$ cat config.mk
export PLATFORM = sky130hd
export DESIGN_NAME = ped_request_latch
export DESIGN_NICKNAME = d
export VERILOG_FILES = /design/src/rtl/ped_request_latch.sv
export SDC_FILE = /design/constraint.sdc
export NUM_CORES = 1
export LEC_CHECK = 0
export BUFFER_PORTS_ARGS = -buffer_cell sky130_fd_sc_hd__buf_2
export CAP_MARGIN = 20
export CORE_MARGIN = 4
export CORE_UTILIZATION = 55
export CTS_BUF_LIST = sky130_fd_sc_hd__clkbuf_16
export CTS_CLUSTER_DIAMETER = 50
export DETAILED_ROUTE_END_ITERATION = 16
export GPL_ROUTABILITY_DRIVEN = 0
export GPL_TIMING_DRIVEN = 0
export PLACE_DENSITY = 0.72
export SETUP_SLACK_MARGIN = 0.02
export SYNTH_ARGS = -nofsm -noshare
export SYNTH_HDL_FRONTEND = slang
export SYNTH_SLANG_ARGS = --single-unit
$ cat constraint.sdc
create_clock -name clock -period 2.2 [get_ports clock]
set_input_delay 0.33 -clock clock [delete_from_list [all_inputs] [get_ports clock]]
set_output_delay 0.33 -clock clock [all_outputs]
set_load 0.005 [all_outputs]
$ cat src/rtl/ped_request_latch.sv
// Pedestrian request latch: turns the debounced button level into a held walk
// request, enforces a post-service hold-off and flags long presses.
module ped_request_latch #(
    parameter int HOLDOFF   = 27,
    parameter int LONGPRESS = 100,
    parameter int CW        = 19
) (
    input  logic clock,
    input  logic reset,
    input  logic clean,
    input  logic grant,
    output logic press_pulse,
    output logic req,
    output logic long_press,
    output logic busy,
    output logic dropped
);

    typedef enum logic [1:0] {
        S_IDLE,
        S_PENDING,
        S_SERVING,
        S_HOLD
    } state_t;

    localparam logic [CW-1:0] HO_LAST = (HOLDOFF == 0) ? '0 : CW'(HOLDOFF - 1);
    localparam logic [CW-1:0] LP_MAX  = CW'(LONGPRESS);

    state_t        state_q, state_d;
    logic          clean_dly_q, clean_dly_d;
    logic          press_pulse_q, press_pulse_d;
    logic          req_q, req_d;
    logic          long_press_q, long_press_d;
    logic          busy_q, busy_d;
    logic          dropped_q, dropped_d;
    logic [CW-1:0] hcnt_q, hcnt_d;
    logic [CW-1:0] lcnt_q, lcnt_d;
    logic          rise;

    always_comb begin
        state_d       = state_q;
        req_d         = req_q;
        busy_d        = busy_q;
        hcnt_d        = hcnt_q;
        clean_dly_d   = clean;
        rise          = clean & ~clean_dly_q;
        press_pulse_d = rise && (state_q != S_HOLD);
        dropped_d     = rise && (state_q == S_HOLD);

        case (state_q)
            S_IDLE: begin
                if (rise) begin
                    state_d = S_PENDING;
                    req_d   = 1'b1;
                end
            end
            // Grant takes priority over a coincident re-press; nothing is queued.
            S_PENDING: begin
                if (grant) begin
                    state_d = S_SERVING;
                    req_d   = 1'b0;
                    busy_d  = 1'b1;
                end
            end
            S_SERVING: begin
                if (!grant) begin
                    if (HOLDOFF == 0) begin
                        state_d = S_IDLE;
                        busy_d  = 1'b0;
                    end else begin
                        state_d = S_HOLD;
                        hcnt_d  = '0;
                    end
                end
            end
            S_HOLD: begin
                if (hcnt_q == HO_LAST) begin
                    state_d = S_IDLE;
                    busy_d  = 1'b0;
                end else begin
                    hcnt_d = hcnt_q + CW'(1);
                end
            end
            default: state_d = S_IDLE;
        endcase

        if (!clean) begin
            lcnt_d = '0;
        end else if (lcnt_q != LP_MAX) begin
            lcnt_d = lcnt_q + CW'(1);
        end else begin
            lcnt_d = lcnt_q;
        end
        long_press_d = clean && (lcnt_d == LP_MAX);
    end

    // clean_dly resets high so a button held through reset is not a press.
    always_ff @(posedge clock or negedge reset) begin
        if (!reset) begin
            state_q       <= S_IDLE;
            clean_dly_q   <= 1'b1;
            press_pulse_q <= 1'b0;
            req_q         <= 1'b0;
            long_press_q  <= 1'b0;
            busy_q        <= 1'b0;
            dropped_q     <= 1'b0;
            hcnt_q        <= '0;
            lcnt_q        <= '0;
        end else begin
            state_q       <= state_d;
            clean_dly_q   <= clean_dly_d;
            press_pulse_q <= press_pulse_d;
            req_q         <= req_d;
            long_press_q  <= long_press_d;
            busy_q        <= busy_d;
            dropped_q     <= dropped_d;
            hcnt_q        <= hcnt_d;
            lcnt_q        <= lcnt_d;
        end
    end

    assign press_pulse = press_pulse_q;
    assign req         = req_q;
    assign long_press  = long_press_q;
    assign busy        = busy_q;
    assign dropped     = dropped_q;

endmodule
# Yosys cells after proc, flatten, opt, wreduce, memory -nomap -nowiden
# Index checks and enable logic that the tools add are counted.
[word_totals] regBits=46 input_bits=4 output_inout_bits=5 wordCells=52
[classes] addsub=2 eq_ne=12 muxes=16 bitwise_logic=2 reduce_logical=11
[op_table] operator="$mux W19" count=4
[op_table] operator="$add A19 B1 Y19 const B" count=2
[op_table] operator="$pmux W19 S2" count=1
[op_table] operator="$eq A19 B5 Y1 const B" count=1
[op_table] operator="$eq A19 B7 Y1 const B" count=1
[op_table] operator="$ne A19 B7 Y1 const B" count=1
[op_table] operator="$ne A2 B2 Y1 const B" count=5
[op_table] operator="$reduce_and A3 Y1" count=3
[op_table] operator="$mux W2" count=4
[op_table] operator="$pmux W2 S4" count=1
[op_table] operator="$reduce_bool A2 Y1" count=3
[op_table] operator="$eq A2 B2 Y1 const B" count=2
[op_table] operator="$mux W1" count=4
[op_table] operator="$pmux W1 S2" count=2
[op_table] operator="$reduce_and A4 Y1" count=1
[op_table] operator="$logic_and A1 B1 Y1" count=3
[op_table] operator="$eq A2 B1 Y1 const B" count=1
[op_table] operator="$logic_not A2 Y1" count=1
[op_table] operator="$ne A2 B1 Y1 const B" count=1
[op_table] operator="$and A1 B1 Y1" count=1
[op_table] operator="$not A1 Y1" count=1

# Depth between registers and ports, before layout
# Gate-level depths: netlist of run 1.
[depth] ltp_word=5 depth_mapped=8 depth_no_buf=8

# Least setup slack after synthesis of run 1
# Ideal clock, no wire load.
[synth_timing] kind="register -> register" startpoint="register lcnt_q[0]" endpoint="register long_press_q (netlist: long_press)" setup_time_ps=68 arrival_time_ps=2144 required_ps=2132 slack_ps=-12 stages_incl_launch_ff=9 path_buffers=1 synth_period_minus_slack_ps=2212 cell_sequence="dfrtp_1 ha_1 inv_1 or4_1 buf_2 or3_4 mux2i_1 a211oi_1 and4_1"
[synth_between] elab_chain_cells=5 elab_cells_between_ends=6 cone_classes="1 x add/sub; 2 x eq/ne; 2 x mux; 1 x reduce/logical"
[synth_rtl] element="from (decl)" line="37" source="logic [CW-1:0] lcnt_q, lcnt_d;"
[synth_rtl] element="from (signal assigned)" line="118" source="lcnt_q <= lcnt_d;"
[synth_rtl] element="$add A19 B1 Y19 or $ne A19 B7 Y1 (tied branches)" line="90, 89"
[synth_rtl] element="$mux W19 *" line="89" source="end else if (lcnt_q != LP_MAX) begin"
[synth_rtl] element="$mux W19 *" line="87" source="if (!clean) begin"
[synth_rtl] element="$eq A19 B7 Y1 *" line="94" source="long_press_d = clean && (lcnt_d == LP_MAX);"
[synth_rtl] element="$logic_and A1 B1 Y1 *" line="94"
[synth_rtl] element="named net long_press_d" line="33" source="logic long_press_q, long_press_d;"
[synth_rtl] element="to (signal assigned)" line="114" source="long_press_q <= long_press_d;"
[synth_rtl] element="to (decl)" line="33"
# Mark *: on every way through the listed nets, which the timed path passes. The rest lies on a longest branch.
# A chain may end at the register's enable or synchronous reset.

# Worst setup path in the final report of run 1
[layout_timing] startpoint="register lcnt_q[9]" endpoint="register long_press_q (netlist: long_press)"
# Same word-level chain as after synthesis.

==> reports/results.ini, run 1 <==
[run_status]
outcome=finished clean

[floorplanning]
io_pins=9
die_h_um=76.69
fp.coreArea_um2=4474
initial_core_util_pct=58.00
num_rows=24
die_w_um=76.69
dieArea_um2=5881

[timing]
setup_viol=0
rsz0062_at_grt=true
holdWs_ns=0.2216
hold_viol_final=0
relSlewSlack_pct=63.41
timing.final.max_slew_violations=0
worstMarginPinSlew_ns=0.5468
period_minus_slack_ns=2.142
fin_skew_ns=0.005347
clock.fmax_ghz=0.4669
tns_ns=0
post-route-period-util_pct=97.35
fin_ws_ns=0.05838

[grt]
antenna_found_initial=0
grt_pass1_wl_mm=9.218
grt_max_degree=47
grt_remaining_overflow=0
grt_pass1_vias=1989
track_usage_pct=19.13

[placed_design]
dp.cells=340
portBuffers=7
place_area_um2=2698
dpl.hpwl_mm=3.339
pre_cts_ws_ns=-0.2082

[setup_path]
rr_worst_depth=6
r2r_end=long_press
path_class=register to register
r2r-start=lcnt_q[9]
cp.buffers_inverters=0
crit_fanout=2
cp.depth=6
cpMaxStageDelayCell=or4_4
worstPathCellList=nand4_4, or4_4, or3_4, mux2i_2, a211oi_2, and4_1
endpoint=long_press
critPathMaxStageDelay_ns=0.54
critPathLaunch=lcnt_q[9]
arrival_ns=2.36
crit_family=simple AND/OR/NAND/NOR gates
required_ns=2.42
worst_setup_path_end_kind=register
r2r_setup_slack_ns=0.06
start_kind=register

[pwr]
max-vdd-ir-drop_uv=456.2
p_clk_share_pct=32.2
switching_power_mw=0.6910
leakagePower_nw=1.375
power_density_nw_per_um2=713.8
combPwrFrac_pct=23.4
pwr-share-seq_pct=44.4
p_total_mw=2.250
p_int_mw=1.559
power_switching_share_pct=30.71

[yosys]
synthArstFlopShare_pct=100.0
ys_warn_count=0
seq_area_frac_synth_pct=44.41
yosys.area_share.adder_pct=4.339
synth_fp_nets=294
synth_xor_area_share_pct=11.81
synth_cells=281
ys_ff_latch=46
synth_compound_area_share_pct=7.956
synthMuxAreaShare_pct=1.639
syn_area_um2=2595
synth_edf_count=0
synth_area_per_cell_um2=9.235
synth_top_family_by_area=simple AND/OR/NAND/NOR gates
ys.flop_type=dfrtp_1
ys_types=46
synthSimpleGateAreaFrac_pct=25.99

[clock_tree]
cts_made_buffers=5
cts.clk_slew.worst_paths_ns=0.06
cts.path.max_buffers=2
root_buffer=clkbuf_16
clock-sinks=46
insertion_delay_ns=0.28
cts_tree=done
htree_num_levels=2

[finish]
syn_to_final_growth_pct=21.46
final_area_um2=3152
final_common_cell=nor2_1
layout-drive-gt1-share_pct=23.27
n_antenna_cell=0
layout.nets=330
final_cell_mix=nor2_1 (44), dfrtp_1 (38), nand2_1 (23)
instances_no_fill=370
nFillCells=325
fin_util_pct=70.44

[run]
drv_cap=0

[route]
dr.pass1.iters=5
ant_nets=0
vias_per_cell=5.846
drcViolationCount=0
drt_iter0_markers=252
drt-total-wl_mm=5.642
wl_per_cell_um=15.25
num_vias=2163

[worst_hold_path]
holdCritPathClass=input port to register

[synth_stat cells (3+ instances only)]
cell      count  area, µm²
o21ai_0      10      50.05
a211oi_1      4      30.03
nor3_1        6      30.03
and4_1        4      35.03
nand3_1      12      60.06
ha_1          9      112.6
nor4_1        6      37.54
a31oi_1       4      25.02
clkbuf_1      3      11.26
nor2_1       48      180.2
and2_1        3      18.77
nor4b_1       4      35.03
xnor2_1      17      148.9
inv_1        13      48.80
xor2_1       18      157.7
nand4_1       9      56.30
nand2_1      24      90.09
a21oi_1       9      45.04
dfrtp_1      45       1126
[worst min-delay path by stage]
stage | startpoint | endpoint | cells past startpoint
floorplan | reset | busy | 0
global placement | req | req | 2
detailed placement | req | req | 2
CTS | clean | clean_dly_q | 1
global route | clean | clean_dly_q | 1
finish | clean | clean_dly_q | 1
[metal layers]
metal,track usage (%),vias to the layer above,routed length (µm)
met2,29.09,77,2605
met1,26.92,1028,2614
met4,5.797,0,110
met3,4.684,13,312
li1,-,1045,-
met5,0,-,0
[registers in the layout, summed over array words and instances (netlist names)]
name         flops
hcnt_q          19
lcnt_q          19
state_q          2
busy             1
clean_dly_q      1
dropped          1
long_press       1
press_pulse      1
req              1
[logic make-up (layout without fill, tap and decap cells)]
family / after synthesis / in the layout
AO/OA/AOI/OAI: 34 / 34
XOR/XNOR: 35 / 35
adder cells (fa/ha/maj): 9 / 9
buffers and inverters: 21 / 58
flip-flops: 46 / 46
multiplexers: 4 / 4
AND/OR/NAND/NOR: 132 / 132
[final cells by class]
type | count | area (µm²) | area share (%)
Multi-Input combinational cell | 214 | 1458 | 46.25
Sequential cell | 46 | 1161 | 36.84
Timing Repair Buffer | 31 | 230.2 | 7.304
Clock buffer | 5 | 125.1 | 3.970
Tap cell | 52 | 65.06 | 2.064
Inverter | 13 | 51.30 | 1.628
Buffer | 6 | 45.04 | 1.429
Clock inverter | 3 | 16.27 | 0.5161
[power by group through the flow]
stage	clock [mW]	sequential, mW	combinational, mW
CTS	0.740	0.998	0.493
detailed placement	0	1.01	0.483
floorplan	0	1.00	0.360
finish	0.723	0.999	0.527
global route	0.781	1.01	0.595
global placement	0	1.01	0.475
[timing repair]
item / in CTS / in global routing
endpoints found under the hold margin: 0 / 5
pin swaps: 5 / 10
hold buffers: 0 / 1
gates resized for setup: 20 / 16
cloned: 0 / 0
setup buffers: 13 / 9
endpoints found under the setup margin: 1 / 16
Note: power is estimated with default switching activity, not from simulation.
==> run 2: changes to the inputs <==
==> constraint.sdc (replaced) <==
create_clock -name clock -period 1.8 [get_ports clock]
set_input_delay 0.27 -clock clock [delete_from_list [all_inputs] [get_ports clock]]
set_output_delay 0.27 -clock clock [all_outputs]
set_load 0.005 [all_outputs]
==> reports/results.ini, run 2 (synthesis gave the netlist of run 1 again) <==
[run_status]
outcome=complete, but fails checks
violations=negative setup slack

[pwr]
power_density_nw_per_um2=908.1  ; +27%
leakagePower_nw=1.495  ; +8.8%
p_total_mw=3.136  ; +39%
max-vdd-ir-drop_uv=602.3  ; +32%

[finish]
layout-drive-gt1-share_pct=33.83  ; +11 points
layout.nets=346  ; +4.8%
top_regs=hcnt_q x19, lcnt_q x19, state_q x2
final_cell_mix=nor2_1 (42), dfrtp_1 (35), buf_4 (34)
final_common_cell=nor2_1
fin_util_pct=77.18  ; +6.7 points
syn_to_final_growth_pct=33.08
n_antenna_cell=0  ; unchanged
final_area_um2=3453  ; +9.6%
nFillCells=283  ; -13%
instances_no_fill=386  ; +4.3%

[floorplanning]
die_w_um=76.69  ; unchanged
io_pins=9  ; unchanged
dieArea_um2=5881  ; unchanged
initial_core_util_pct=58.00  ; unchanged
die_h_um=76.69  ; unchanged
fp.coreArea_um2=4474  ; unchanged
num_rows=24  ; unchanged

[clock_tree]
cts_made_buffers=5  ; unchanged
insertion_delay_ns=0.29  ; about the same
cts_tree=done
root_buffer=clkbuf_16
cts.clk_slew.worst_paths_ns=0.07  ; about the same
clock-sinks=46  ; unchanged
htree_num_levels=2  ; unchanged
cts.path.max_buffers=2  ; unchanged

[route]
num_vias=2333  ; +7.9%
dr.pass1.iters=4  ; -1
vias_per_cell=6.044  ; +3.4%
drt-total-wl_mm=6.367  ; +13%
drt_iter0_markers=162  ; -36%
ant_nets=0  ; unchanged
drcViolationCount=0  ; unchanged
wl_per_cell_um=16.49  ; +8.2%

[timing]
rsz0062_at_grt=true
relSlewSlack_pct=64.28  ; +0.87 points
fin_ws_ns=-0.3042  ; -0.3626 ns
hold_viol_final=0  ; unchanged
post-route-period-util_pct=116.9  ; +20 points
fin_skew_ns=0.003394  ; -0.001953 ns
worstMarginPinSlew_ns=0.5358  ; -0.01100 ns
clock.fmax_ghz=0.4752  ; +1.8%
setup_viol=8  ; +8
holdWs_ns=0.1513  ; -0.07034 ns
tns_ns=-0.7963  ; -0.7963 ns
timing.final.max_slew_violations=0  ; unchanged
period_minus_slack_ns=2.104  ; -0.03739 ns

[setup_path]
arrival_ns=2.33  ; -0.03 ns
start_kind=register
critPathLaunch=lcnt_q[7]
rr_worst_depth=7  ; +1
path_class=register to register
cpMaxStageDelayCell=or4_4
worst_setup_path_end_kind=register
critPathMaxStageDelay_ns=0.53  ; about the same
r2r_setup_slack_ns=-0.30  ; -0.36 ns
r2r-start=lcnt_q[7]
required_ns=2.02  ; -0.40 ns
crit_fanout=4  ; +2
worstPathCellList=clkbuf_8, nand4_4, or4_4, or3_4, mux2i_2, a211oi_2, and4_1

[placed_design]
portBuffers=7  ; unchanged
dpl.hpwl_mm=3.456  ; +3.5%
place_area_um2=2720  ; +0.83%
dp.cells=340  ; unchanged
pre_cts_ws_ns=-0.5781  ; -0.3699 ns

[grt]
grt_pass1_vias=2192  ; +10%
grt_pass1_wl_mm=10.26  ; +11%
track_usage_pct=21.23  ; +2.1 points
grt_max_degree=47  ; unchanged
antenna_found_initial=0  ; unchanged
grt_remaining_overflow=0  ; unchanged

[worst_hold_path]
holdCritPathClass=input port to register
hold_depth=1  ; unchanged
hold_start=clean

[run]
drv_cap=0  ; unchanged

[run 2: cell types whose count changed in the layout (fill, tap and decap cells not counted), sizes merged]
cell,change
buf,+15
clkbuf,+1
[run 2: final timing paths]
check | to
worst max-delay path | long_press
worst min register to register | busy
worst min-delay path | clean_dly_q
max in group asynchronous | clean_dly_q
worst max register to register | long_press
min in group asynchronous | state_q[0]
[run 2: worst max-delay path, delay by kind of cell (launching register included)]
family,cells,cell delay (ns)
AOI/OAI and AO/OA,1,0.22
buffers and inverters,1,0.14
DFF,1,0.35
muxes,1,0.16
and+or+nand+nor,4,1.16
[run 2: layout make-up]
| type | instances | area (µm²) | share of cell area (%) |
|---|---|---|---|
| Clock buffer | 5 | 125.1 | 3.623 |
| Inverter | 13 | 51.30 | 1.486 |
| Buffer | 7 | 60.06 | 1.739 |
| Multi-Input combinational cell | 214 | 1617 | 46.81 |
| Timing Repair Buffer | 46 | 354.1 | 10.25 |
| Tap cell | 52 | 65.06 | 1.884 |
| Clock inverter | 3 | 16.27 | 0.4710 |
| Sequential cell | 46 | 1165 | 33.73 |
[run 2: timing repair]
action,CTS,global route
setup endpoints to repair,22,29
setup buffers,31,7
hold buffers,0,1
gates resized for setup,44,26
hold endpoints to repair,0,5
pin swaps,14,18
[run 2: per-layer routing]
metal	track usage, %	part of all wire [%]	vias to the layer above
li1	-	-	1084
met1	28.12	44	1154
met2	34.67	49	80
met3	4.567	5.6	15
met4	6.703	1.6	0
met5	0	0	-
[run 2: report_power, final]
| part | internal [mW] | switching [mW] |
|---|---|---|
| Clock | 0.508 | 0.408 |
| Sequential | 1.13 | 0.103 |
| Combinational | 0.439 | 0.545 |
| Total | 2.08 | 1.06 |
